## src/rtl/tagged_instr_sequencer.sv

```systemverilog
// Tagged-union instruction sequencer: fetches {tag,payload} words, owns the PC,
// and hands Alu payloads to the shared ALU over a valid/ready + done handshake.
module tagged_instr_sequencer #(
  parameter int unsigned PC_W  = 8,
  parameter int unsigned PLD_W = 14,
  parameter int unsigned CNT_W = 16
) (
  input  logic                clk,
  input  logic                rst,
  input  logic                start,
  input  logic [PC_W-1:0]     start_pc,
  output logic                fetch_req,
  output logic [PC_W-1:0]     fetch_addr,
  input  logic                fetch_ack,
  input  logic [PLD_W+1:0]    fetch_data,
  output logic                alu_valid,
  output logic [PLD_W-1:0]    alu_payload,
  input  logic                alu_ready,
  input  logic                alu_done,
  output logic                busy,
  output logic                halted,
  output logic [PC_W-1:0]     pc,
  output logic [CNT_W-1:0]    retired
);

  localparam int unsigned INSTR_W = 2 + PLD_W;

  typedef enum logic [2:0] {
    S_IDLE   = 3'd0,
    S_FETCH  = 3'd1,
    S_DECODE = 3'd2,
    S_ISSUE  = 3'd3,
    S_WAIT   = 3'd4,
    S_HALT   = 3'd5
  } state_e;

  typedef enum logic [1:0] {
    TAG_NOP  = 2'd0,
    TAG_JMP  = 2'd1,
    TAG_ALU  = 2'd2,
    TAG_HALT = 2'd3
  } tag_e;

  state_e               state_q, state_d;
  logic [PC_W-1:0]      pc_q, pc_d;
  logic [CNT_W-1:0]     ret_q, ret_d;
  logic [INSTR_W-1:0]   instr_q, instr_d;

  tag_e                 tag;
  logic [PC_W-1:0]      pc_inc;
  logic [CNT_W-1:0]     ret_inc;

  assign tag     = tag_e'(instr_q[INSTR_W-1 -: 2]);
  assign pc_inc  = pc_q + PC_W'(1);
  // Retired count sticks at all-ones instead of wrapping.
  assign ret_inc = (ret_q == '1) ? ret_q : ret_q + CNT_W'(1);

  always_ff @(posedge clk) begin
    if (rst) begin
      state_q <= S_IDLE;
      pc_q    <= '0;
      ret_q   <= '0;
      instr_q <= '0;
    end else begin
      state_q <= state_d;
      pc_q    <= pc_d;
      ret_q   <= ret_d;
      instr_q <= instr_d;
    end
  end

  always_comb begin
    state_d = state_q;
    pc_d    = pc_q;
    ret_d   = ret_q;
    instr_d = instr_q;
    unique case (state_q)
      S_IDLE, S_HALT: begin
        if (start) begin
          pc_d    = start_pc;
          ret_d   = '0;
          state_d = S_FETCH;
        end
      end
      S_FETCH: begin
        if (fetch_ack) begin
          instr_d = fetch_data;
          state_d = S_DECODE;
        end
      end
      S_DECODE: begin
        case (tag)
          TAG_NOP: begin
            pc_d    = pc_inc;
            ret_d   = ret_inc;
            state_d = S_FETCH;
          end
          TAG_JMP: begin
            pc_d    = instr_q[PC_W-1:0];
            ret_d   = ret_inc;
            state_d = S_FETCH;
          end
          TAG_ALU: begin
            state_d = S_ISSUE;
          end
          TAG_HALT: begin
            ret_d   = ret_inc;
            state_d = S_HALT;
          end
        endcase
      end
      S_ISSUE: begin
        if (alu_ready) begin
          state_d = S_WAIT;
        end
      end
      S_WAIT: begin
        if (alu_done) begin
          pc_d    = pc_inc;
          ret_d   = ret_inc;
          state_d = S_FETCH;
        end
      end
      default: begin
        state_d = S_IDLE;
      end
    endcase
  end

  assign fetch_req   = (state_q == S_FETCH);
  assign fetch_addr  = fetch_req ? pc_q : '0;
  assign alu_valid   = (state_q == S_ISSUE);
  assign alu_payload = instr_q[PLD_W-1:0];
  assign halted      = (state_q == S_HALT);
  assign busy        = (state_q != S_IDLE) && (state_q != S_HALT);
  assign pc          = pc_q;
  assign retired     = ret_q;

endmodule

```

## config.mk

```make
export PLATFORM = sky130hd
export DESIGN_NAME = tagged_instr_sequencer
export DESIGN_NICKNAME = d
export VERILOG_FILES = /design/src/rtl/tagged_instr_sequencer.sv
export SDC_FILE = /design/constraint.sdc
export NUM_CORES = 1
export LEC_CHECK = 0
export ABC_AREA = 1
export CORE_AREA = 5 5 92 94
export DETAILED_ROUTE_END_ITERATION = 8
export DIE_AREA = 0 0 97 99
export PLACE_DENSITY_LB_ADDON = 0.08
export SLEW_MARGIN = 20
export SYNTH_ARGS = -nofsm -noshare
export SYNTH_HDL_FRONTEND = slang
export SYNTH_SLANG_ARGS = --single-unit
export TNS_END_PERCENT = 1
```

## constraint.sdc

```tcl
create_clock -name clk -period 3 [get_ports clk]
set_input_delay 0.6 -clock clk [delete_from_list [all_inputs] [get_ports clk]]
set_output_delay 0.6 -clock clk [all_outputs]
set_load 0.02 [all_outputs]
```

==> results of run 1 <==
-- cells by family after synthesis --
| family | synth area share |
|---|---|
| fa+ha+maj | 0.00865 |
| flops | 0.298 |
| buf+inv | 0.129 |
| compound gates | 0.138 |
| xor+xnor | 0.0151 |
| simple gates | 0.412 |
-- how the worst min path moves through the flow --
stage	from	to	slack (ps)	cells after the start
2_1_floorplan	instr_q[5]$_SDFFE_PP0P_	instr_q[5]$_SDFFE_PP0P_	440	2
3_3_place_gp	instr_q[5]$_SDFFE_PP0P_	instr_q[5]$_SDFFE_PP0P_	470	2
3_5_place_dp	instr_q[5]$_SDFFE_PP0P_	instr_q[5]$_SDFFE_PP0P_	470	2
4_1_cts	instr_q[5]$_SDFFE_PP0P_	instr_q[5]$_SDFFE_PP0P_	490	2
5_1_grt	instr_q[1]$_SDFFE_PP0P_	instr_q[1]$_SDFFE_PP0P_	510	2
6_report	instr_q[5]$_SDFFE_PP0P_	instr_q[5]$_SDFFE_PP0P_	480	2
-- worst register-to-register path: cells and delay by family (launching register included) --
family / cells / cell delay [ps]
AO/OA/AOI/OAI: 2 / 310
AND/OR/NAND/NOR: 3 / 760
flip-flops: 1 / 430
buffers and inverters: 2 / 460
-- state kept, by name, summed over array words and instances, names as in the netlist --
| name | count |
|---|---|
| instr_q | 16 |
| retired | 16 |
| pc | 8 |
| state_q | 3 |
-- cell type report --
| class | count | area, sq um | area share |
|---|---|---|---|
| clock inverters | 3 | 46.3 | 0.0123 |
| multi-input cells | 316 | 1660 | 0.440 |
| inverters | 55 | 209 | 0.0554 |
| repair buffers | 80 | 798 | 0.212 |
| well taps | 102 | 128 | 0.0339 |
| flip-flops and latches | 43 | 861 | 0.228 |
| clock buffers | 5 | 68.8 | 0.0183 |
-- cell usage in the layout (no fill, tap or decap) --
cell type	Yosys	final
nand3_2	1	1
clkdlybuf4s50_1	0	79
nor2_8	2	2
nor2_1	80	80
inv_6	0	1
a21oi_1	13	13
nand2_1	93	93
a31oi_1	1	1
nor3b_1	1	1
o211ai_1	5	5
nand3b_4	1	1
nor2_4	6	6
nand4_1	3	3
xnor2_1	1	1
inv_2	3	3
inv_1	51	51
o21bai_1	4	4
nor3_1	2	2
inv_4	1	1
buf_4	14	1
bufinv_16	0	1
ha_1	2	2
nand3_1	28	28
clkinvlp_4	0	1
o21ai_1	4	4
dfxtp_1	43	43
a21oi_2	12	12
nor2_2	3	3
nand2_4	8	8
o21ai_0	27	27
clkbuf_8	0	5
nand2_2	13	13
nand2_8	1	1
nand3_4	1	1
xor2_1	4	4
-- through the flow --
step                hold WS, ps  instances  cell area [sq um]  setup slack, ps
floorplan                   439        438               2890             1170
global placement            466        596               3650              683
detailed placement          473        596               3650              647
CTS                         489        604               3770              293
global route                512        604               3770              143
finish                      482        604               3770              320
-- metal layers --
metal  up-vias  global-route usage  routed length [um]
met5         -                   0                   0
met4         0              0.0378                  93
met3         8              0.0396                 355
met2        60               0.298                3870
met1      1262               0.182                3280
li1       1485                   -                   -
-- where the power goes --
part | total (mW) | switching (mW) | leakage, nW | internal, mW
registers | 0.824 | 0.130 | 0.351 | 0.694
clock network | 0.480 | 0.229 | 0.0548 | 0.251
logic | 1.73 | 1.11 | 1.04 | 0.620
total | 3.03 | 1.47 | 1.45 | 1.57
==> impl_summary.md, run 1 <==
Outcome
The flow ran to the end, and the final reports show no timing, DRC or antenna violations.

Layout
The layout has 803 filler cells. Compared with the post-synthesis result, the final layout area differs by 30.3%. Once layout is complete, the utilization of the core stands at 0.498. The fraction of layout cells with a size suffix above 1 is 0.122. The number of antenna cells inserted is 0. In the final design database the tool counted 533 nets.

Clock tree
TritonCTS created 5 clock buffers. The clock passes through at most 2 buffers. In this run the post-CTS setup repair buffer count came out at 0. TritonCTS built the clock tree. The number of hold buffers added after CTS was 0.

After clock tree synthesis, the clock-pin slew on the worst setup and hold paths is 100 ps. The later pin in the worst-skew pair is clocked with a latency of 300 ps. The cell sitting at the root of the clock tree is a clkbuf_8.

The number of gates resized after CTS was 0. The clock drives 43 sinks. The maximum level of the CTS H-tree is 2.

Worst setup path
The nature of the critical path endpoint is an output pin. STA puts the critical path data arrival time at 2080 ps. The cell repeated most along the worst path is nor2_1.

The number of buffers and inverters on the critical path is 2. The launching instance or port of the critical path is state_q[0]$_SDFFE_PP0P_. The category of cells accounting for the largest share of critical-path delay is buffers and inverters. The worst reg2reg path startpoint is state_q[0]$_SDFFE_PP0P_.

The endpoint of the most critical setup path is fetch_addr[1]. The endpoint identified for the worst register-to-register timing path is instr_q[15]$_SDFFE_PP0P_. The required time of the worst setup path is 2400 ps. The critical-path cell with the highest stage delay is clkdlybuf4s50_1. The critical path is of the register to output pin type. The worst reg2reg path depth is 7. The biggest fanout along the worst timing path is 12.

The instance count on the critical path is 5. The reg2reg setup slack is 930 ps. Walking the worst path, the cells encountered are inv_1, nor2_1, nand2_1, nor2_1, clkdlybuf4s50_1. The worst stage delay on the critical path is 620 ps. The kind of launch point of the worst setup path is a register.

Global routing
The number of global-route vias before repair was 2807. The initial antenna violation count came to 0. The first-pass GRT wire length is 12.8 mm.

The remaining global-route overflow is 0. The maximum number of pins on one net before global-route repair is 26. Across every metal layer, demand over resource in global routing totals 0.160.

Timing
The slew of the pin with the lowest slew margin is 664 ps. The final critical delay including setup and external delays is 2680 ps. Setup violations remaining at the end of the flow were counted as 0. For this run, the top clock speed supported by timing is 373 MHz. Setup repair after global routing left no endpoint under its margin.

The worst max-slew margin expressed relative to the limit is 0.557. The share of the cycle needed by the critical path after routing is 0.893. The final number of max-transition violations is 0. The total negative slack is 0 ps.

The post-route clock skew is 11.0 ps. The final hold violation count is 0.

Detailed routing
The final routed DRC violation total is 0. Dividing the detail-routed via count by the number of cells gives 4.66. In this run the remaining antenna-violating nets after routing total 0. Summed over all layers, the routed wires come to 7.60 mm.

The final route contains 2815 vias. The first routing iteration left 65 violations. The post-detailed-route wirelength per cell is 12.6 um.

The length of the first detailed-routing pass in iterations is 4.

Floorplanning
The die outline area is 9600 sq um. In this run the core area contains 32 standard-cell rows. Pin placement for this block handled 80 I/O pins.

The die extent in y is 99 um. The area of the core is 7570 sq um. The starting density of the core is 0.382.

The horizontal die dimension is 97 um.

Synth
The number of flops mapped to enable cells by yosys is 0. The number of standard cells after synthesis is 438. The number of nets handed over by synthesis was 470. The synthesis-stage register bit count is 43.

During synthesis, Yosys emitted a total of 0 warnings. The largest area contributor in the synthesized netlist is dfxtp_1. The distinct cell type count of the synthesized netlist is 33.

After synthesis the cells add up to 2890 sq um. The commonest cells after synthesis are 93 x nand2_1, 80 x nor2_1, 51 x inv_1. Each instance of the synthesized netlist takes up on average 6.60 sq um. By instance count, the leading cell after synthesis is nand2_1. Of the post-synthesis cell area, the dominant cell type holds 0.298. Ranked by total cell area, the synthesized netlist is headed by dfxtp_1 30%, nand2_1 12%, nor2_1 10%, inv_1 6.6%, nand3_1 4.8%.

For this run, asynchronously set or reset flops after synthesis account for 0. The dominant synthesized flop cell is dfxtp_1. The sequential area share after synthesis is 0.298.

Job
Max-cap violations in this run came to 0.

Placed design
The wire-length estimate of the detail-placed layout is 5.75 mm. The count of buffers added on input and output ports is 79. The weighted congestion reported at the end of routability-driven placement is 0.871.

Power and ir drop
The worst-case vdd ir drop is 348 uV. The overall power after layout is 3.03 mW. The power density relative to cell area is 804 nW/um^2. In this run the static leakage power is 1.45 nW.

Hold path
The type of the worst min-delay path is register to register.
Note: power is estimated with default switching activity, not from simulation.
==> run 2, diff against run 1 <==
Settings changed: ABC_AREA 1 to not set, CORE_AREA 5 5 92 94 to 5 5 79 95, DIE_AREA 0 0 97 99 to 0 0 84 100.
==> run 2 against run 1 <==
Compared with the run above:
- register-to-register slack worse by 410 ps
- highest routed layer unchanged
- fmax down 4.0%
- cell area down 10%
- flip-flop and latch count unchanged
==> impl_summary.md, run 2 <==
Power and ir drop
The power density relative to cell area was 459 nW/um^2 (-43%). The clock group share of total power came to 0.313 (+0.155). The static leakage power is 1.18 nW (-19%).

The worst-case vdd ir drop is 245 uV (-29%). The overall power after layout is 1.55 mW (-49%). The switching fraction of total power is 0.310 (-0.173).

The combinational cell fraction of total power came to 0.266 (-0.304). The design internal power is 1.07 mW (-32%). The switching power is 0.482 mW (-67%).

The share of power burned in registers is 0.421 (+0.149).

Worst setup path
The worst setup path is captured at an output pin. The biggest fanout along the worst timing path came to 18 (+6). The worst setup path is launched from a register. The path type of the worst setup path is register to output pin. The data arrival at the endpoint of the critical path is 2190 ps (+110 ps). The required time of the worst setup path was 2400 ps (about the same). The reg2reg setup slack was 520 ps (-410 ps).

Synth
Ranked by total cell area, the synthesized netlist is headed by dfxtp_1 34%, nand2_1 8.8%, a21oi_1 7.7%, buf_4 4.2%, and2_1 3.2%. The synthesis-stage register bit count came to 43 (unchanged). Yosys instantiated no cell more often than nand2_1. The top cell type's share of synthesized area is 0.341 (+0.0439). The count of synthesis-stage warnings from yosys came to 0 (unchanged). The number of flops mapped to enable cells by yosys is 0 (unchanged). The share of async-settable or async-resettable flops after synthesis came to 0 (unchanged). The distinct cell type count of the synthesized netlist is 51 (+55%). By count the netlist is led by 59 x nand2_1, 43 x dfxtp_1, 39 x a21oi_1.

The number of standard cells after synthesis is 333 (-24%). The dominant synthesized flop cell is dfxtp_1. The post-synth net total was 365 (-22%). The synthesized area per cell is 7.57 sq um (+15%). The netlist area before placement is 2520 sq um (-13%). The sequential area share after synthesis is 0.341 (+0.0439). The largest area contributor in the synthesized netlist is dfxtp_1.

Global routing
The remaining global-route overflow came to 0 (unchanged). The initial antenna violation count is 0 (unchanged). The maximum number of pins on one net before global-route repair came to 22 (-15%).

The first-pass GRT wire length is 12.2 mm (-4.7%). The total routing usage reported by global routing came to 0.173 (+0.0135). The number of global-route vias before repair is 2583 (-8.0%).

Layout
The library cell used most frequently in the layout, excluding fill and tap cells, is clkdlybuf4s50_1. The area growth from synthesis to layout is 34.2%. The number of fill cells in the layout is 640 (-20%). The fraction of layout cells with a size suffix above 1 is 0.0560 (-0.0655). The utilization after layout was 0.528 (+0.0301). The post-layout net count was 424 (-20%).

The number of standard cells in the layout, taps in and fillers out is 478 (-21%). In the layout the commonest cells are 79 x clkdlybuf4s50_1, 59 x nand2_1, 43 x dfxtp_1, 39 x a21oi_1, 21 x nor2_1. The number of antenna cells inserted is 0 (unchanged).

Timing
The final hold violation count is 0 (unchanged). The final number of max-transition violations came to 0 (unchanged). The total negative slack is 0 ps (unchanged). The final critical delay including setup and external delays is 2790 ps (+111 ps). The share of the cycle needed by the critical path after routing is 0.930 (+0.0371). The post-route clock skew is 5.31 ps (-5.68 ps). The slew of the pin with the lowest slew margin came to 656 ps (-8.79 ps). The number of setup violations in the final report is 0 (unchanged). The least setup slack across all paths after layout is 209 ps (-111 ps). The highest clock frequency the design can meet came to 358 MHz (-4.0%).

Setup repair after global routing left no endpoint under its margin. The worst max-slew margin expressed relative to the limit was 0.562 (+0.00540).

Clock tree
The post-cts resize count came to 0 (unchanged). The number of buffers created by CTS is 5 (unchanged). The clock-pin transition on the worst setup and hold timing paths came to 90 ps (about the same). TritonCTS built the clock tree.

The number of buffers added for setup after CTS came to 0 (unchanged). The number of sinks driven by the clock tree was 43 (unchanged). The buffer levels on the longest clock path is 2 (unchanged). The clock network latency to the later pin of the worst-skew pair came to 300 ps (about the same). Clock tree synthesis selected as its root buffer the cell clkbuf_8. The maximum level of the CTS H-tree was 2 (unchanged).

The cts-stage hold buffer count is 0 (unchanged).

Floorplanning
The horizontal die dimension is 84 um (-13%). The die outline area was 8400 sq um (-13%). The starting density of the core was 0.394 (+0.0113).

The top-level port count came to 80 (unchanged). The total number of placement rows was 32 (unchanged). The die extent in y is 100 um (+1.0%).

The area of the core was 6410 sq um (-15%).

Detailed routing
The post-detailed-route wirelength per cell was 14.8 um (+17%). The post-detailed-route via-to-cell ratio is 5.39 (+16%). The routed wire length was 7.06 mm (-7.1%). The final routed DRC violation total is 0 (unchanged). The post-route antenna net violation count is 0 (unchanged). The length of the first detailed-routing pass in iterations is 4 (unchanged). The number of design-rule violations left by the first detailed-router iteration is 139 (+110%). The total via count in the routed design was 2576 (-8.5%).

Placed design
The cell count after placement was 470 (-21%). The count of input and output buffers came to 79 (unchanged). The half-perimeter wire length of the detailed placement result came to 5.19 mm (-9.8%). The worst-case setup slack after placement was 154 ps (-493 ps). The weighted congestion reported at the end of routability-driven placement is 0.834 (-4.2%).

Outcome
The flow ran to the end, and the final reports show no timing, DRC or antenna violations.

Job
The reported max-cap violation count came to 0 (unchanged).

Hold path
The min-delay analysis places its worst path in the category register to register.
run 2: changes by cell type after synthesis, moves of 7 or more:
cell,previous run,this run
nor2_1,80,21
inv_1,51,9
nand2_1,93,59
a21oi_1,13,39
nand3_1,28,13
o21ai_0,27,13
and2_1,0,13
nand2_2,13,0
a21oi_2,12,0
clkbuf_1,5,14
nand2_4,8,0
and3_1,0,7
run 2: cells by family (layout without fill, tap and decap cells):
family | count (synthesis) | after routing | synth area share
multiplexers | 4 | 4 | 0.0159
AO/OA/AOI/OAI | 92 | 92 | 0.239
buffers and inverters | 42 | 102 | 0.0928
XOR/XNOR | 9 | 9 | 0.0313
AND/OR/NAND/NOR | 141 | 141 | 0.269
adder cells (fa/ha/maj) | 2 | 2 | 0.00992
flip-flops | 43 | 43 | 0.341
run 2: layer usage:
metal	track usage	vias to the layer above	wire [um]
li1	-	1285	-
met1	0.218	1173	3070
met2	0.280	94	3270
met3	0.0312	24	436
met4	0.0965	0	285
met5	0	-	0
run 2: metrics by stage:
| stage | area (sq um) | hold slack [ps] |
|---|---|---|
| floorplan | 2520 | 437 |
| global route | 3380 | 491 |
| global placement | 3260 | 442 |
| finish | 3380 | 458 |
| detailed placement | 3260 | 449 |
| CTS | 3380 | 461 |
run 2: final cells by class:
class / instances / area [sq um] / share of cell area
clock buffer: 6 / 82.6 / 0.0244
clock inverter: 2 / 38.8 / 0.0115
inverter: 9 / 33.8 / 0.00998
multi-input combinational: 248 / 1430 / 0.421
sequential: 43 / 861 / 0.254
tap: 85 / 106 / 0.0314
timing repair buffer: 85 / 836 / 0.247
run 2: power groups by stage:
stage / Sequential, mW / Clock, mW / Combinational (mW)
final: 0.655 / 0.486 / 0.412
after global routing: 0.664 / 0.523 / 0.450
after CTS: 0.655 / 0.497 / 0.414
after detailed placement: 0.669 / 0 / 0.412
after global placement: 0.667 / 0 / 0.410
after floorplan: 0.669 / 0 / 0.258
run 2: path summary, 6_finish.rpt:
path / from / endpoint / cells past startpoint
hold / removal: instr_q[8]$_SDFFE_PP0P_ / instr_q[8]$_SDFFE_PP0P_ / 2
hold reg to reg: instr_q[8]$_SDFFE_PP0P_ / instr_q[8]$_SDFFE_PP0P_ / 2
setup / recovery: state_q[1]$_SDFFE_PP0P_ / fetch_addr[6] / 4
setup reg to reg: state_q[1]$_SDFFE_PP0P_ / retired[11]$_SDFFE_PP0P_ / 5
run 2: worst max-delay path, stage by stage (launching register included):
cell             delay [ps]
dfxtp_1                 700
inv_1                   110
and3_1                  330
and2_1                  210
clkdlybuf4s50_1         540
==> run 3, diff against run 2 <==
Settings changed: CORE_AREA 5 5 79 95 to 5 5 74 90, DIE_AREA 0 0 84 100 to 0 0 79 95, RECOVER_POWER set to 50.
==> run 3 against run 2 <==
Compared with the run above:
- wire length is 3.2% lower
- die area is 11% lower
- clock skew hardly changed
- cell area is 0.67% lower
- clock power is 3% lower
- largest power group unchanged
==> impl_summary.md, run 3 (synthesis results as in run 2) <==
Outcome
The flow ran to the end, and the final reports show no timing, DRC or antenna violations.

Placed design
The worst-case setup slack after placement is 167 ps (+12.6 ps). The weighted congestion reported at the end of routability-driven placement is 0.857 (+2.7%). The count of input and output buffers was 79 (unchanged). The cell count after placement came to 452 (-3.8%). The half-perimeter wire length of the detailed placement result is 5.08 mm (-2.1%).

Clock tree
The number of buffers created by CTS is 5 (unchanged). The maximum level of the CTS H-tree is 2 (unchanged). The buffer levels on the longest clock path was 2 (unchanged).

The post-cts resize count was 0 (unchanged). The clock-pin transition on the worst setup and hold timing paths is 90 ps (about the same). The number of buffers added for setup after CTS is 0 (unchanged). The cts-stage hold buffer count came to 0 (unchanged). The clock network latency to the later pin of the worst-skew pair came to 300 ps (about the same).

The number of sinks driven by the clock tree came to 43 (unchanged). In this run the clock root is driven by a clkbuf_8. TritonCTS built the clock tree.

Global routing
The initial antenna violation count was 0 (unchanged). The remaining global-route overflow is 0 (unchanged). The met3 track utilization from global routing is 0.0315 (+0.000290).

The number of global-route vias before repair was 2390 (-7.5%). The total routing usage reported by global routing is 0.183 (+0.00964). The fraction of met1 tracks used by global routing is 0.220 (+0.00159). The maximum number of pins on one net before global-route repair is 30 (+36%). The met2 layer usage reported by global route came to 0.324 (+0.0446). The first-pass GRT wire length is 11.2 mm (-8.4%). The busiest layer in global routing is met2.

Worst setup path
The data arrival at the endpoint of the critical path was 2160 ps (-30 ps). The biggest fanout along the worst timing path is 13 (-5). The nature of the critical path endpoint is an output pin.

The path type of the worst setup path is register to output pin. The kind of launch point of the worst setup path is a register. The required time of the worst setup path is 2400 ps (about the same).

Job
The reported max-cap violation count is 0 (unchanged).

Floorplanning
The starting density of the core is 0.436 (+0.0427). The die outline area is 7510 sq um (-11%). The horizontal die dimension came to 79 um (-6.0%). The area of the core is 5780 sq um (-9.8%). The total number of placement rows is 31 (-3.1%). The top-level port count came to 80 (unchanged). The die extent in y is 95 um (-5.0%).

Layout
The number of antenna cells inserted was 0 (unchanged). The commonest non-fill, non-tap cell in the layout is nand2_1. The number of standard cells in the layout, taps in and fillers out came to 460 (-3.8%).

The utilization after layout is 0.582 (+0.0534). The number of fill cells in the layout is 564 (-12%). Leaving out fill and tap cells, the most frequent cells in the layout are 59 x nand2_1, 43 x dfxtp_1, 40 x clkdlybuf4s50_1, 39 x a21oi_1, 39 x dlygate4sd3_1. From synthesis to final layout, the design area changed by 33.3%.

The post-layout net count is 425 (+0.24%). The fraction of layout cells with a size suffix above 1 is 0.0584 (+0.00240).

Power and ir drop
The worst-case vdd ir drop came to 334 uV (+36%). The static leakage power came to 1.30 nW (+10%). The power density relative to cell area was 453 nW/um^2 (-1.3%).

The overall power after layout is 1.52 mW (-1.9%).

Detailed routing
The total via count in the routed design was 2561 (-0.58%). The final routed DRC violation total is 0 (unchanged). The number of design-rule violations left by the first detailed-router iteration is 160 (+15%). The post-detailed-route via-to-cell ratio was 5.57 (+3.3%).

The post-detailed-route wirelength per cell was 14.9 um (+0.62%). The post-route antenna net violation count came to 0 (unchanged). The length of the first detailed-routing pass in iterations is 4 (unchanged). The routed wire length is 6.84 mm (-3.2%).

Timing
The least setup slack across all paths after layout came to 241 ps (+32.1 ps). The post-route clock skew is 5.44 ps (+0.139 ps). The slew of the pin with the lowest slew margin is 793 ps (+137 ps).

The total negative slack was 0 ps (unchanged). The worst max-slew margin expressed relative to the limit is 0.471 (-0.0909). The final hold violation count is 0 (unchanged).

Setup repair after global routing left no endpoint under its margin. The final number of max-transition violations is 0 (unchanged). The highest clock frequency the design can meet was 362 MHz (+1.2%). The final critical delay including setup and external delays came to 2760 ps (-32.1 ps). The share of the cycle needed by the critical path after routing is 0.920 (-0.0107). The number of setup violations in the final report is 0 (unchanged).

Hold path
The min-delay analysis places its worst path in the category register to register.
[run 3: layout make-up]
class                   count  area [sq um]  share of cell area
clock buffers               5          68.8              0.0205
clock inverters             3          46.3              0.0138
inverters                   9          33.8              0.0100
multi-input cells         248          1430               0.424
flip-flops and latches     43           861               0.256
well taps                  66          82.6              0.0246
repair buffers             86           843               0.251
[run 3: through the flow]
| step | instance area, sq um | hold slack, ps |
|---|---|---|
| 3_5_place_dp | 3250 | 447 |
| 5_1_grt | 3360 | 475 |
| 3_3_place_gp | 3250 | 441 |
| 4_1_cts | 3360 | 461 |
| 6_report | 3360 | 453 |
| 2_1_floorplan | 2520 | 437 |
[run 3: per-layer routing]
layer  up-vias  routed length, um
li1       1288                  -
met3        10                276
met2        65               3400
met5         -                  0
met4         0                119
met1      1198               3040
[run 3: where the power goes]
part / total [mW] / leakage, nW / internal [mW] / switching (mW)
registers: 0.653 / 0.350 / 0.605 / 0.0487
clock network: 0.471 / 0.0548 / 0.251 / 0.220
logic: 0.399 / 0.896 / 0.181 / 0.218
total: 1.52 / 1.30 / 1.04 / 0.487
[run 3: path summary, 6_finish.rpt]
path,startpoint,slack [ps],endpoint,cells past startpoint
max,state_q[0]$_SDFFE_PP0P_,240,fetch_addr[1],3
min,instr_q[8]$_SDFFE_PP0P_,450,instr_q[8]$_SDFFE_PP0P_,2
max reg2reg,state_q[1]$_SDFFE_PP0P_,630,retired[7]$_SDFFE_PP0P_,6
min reg2reg,instr_q[8]$_SDFFE_PP0P_,450,instr_q[8]$_SDFFE_PP0P_,2
[run 3: worst max-delay path, stage by stage, from the launching register on]
cell and delay [ps]:
dfxtp_1 640, and3_1 450, and2_1 170, clkdlybuf4s50_1 600
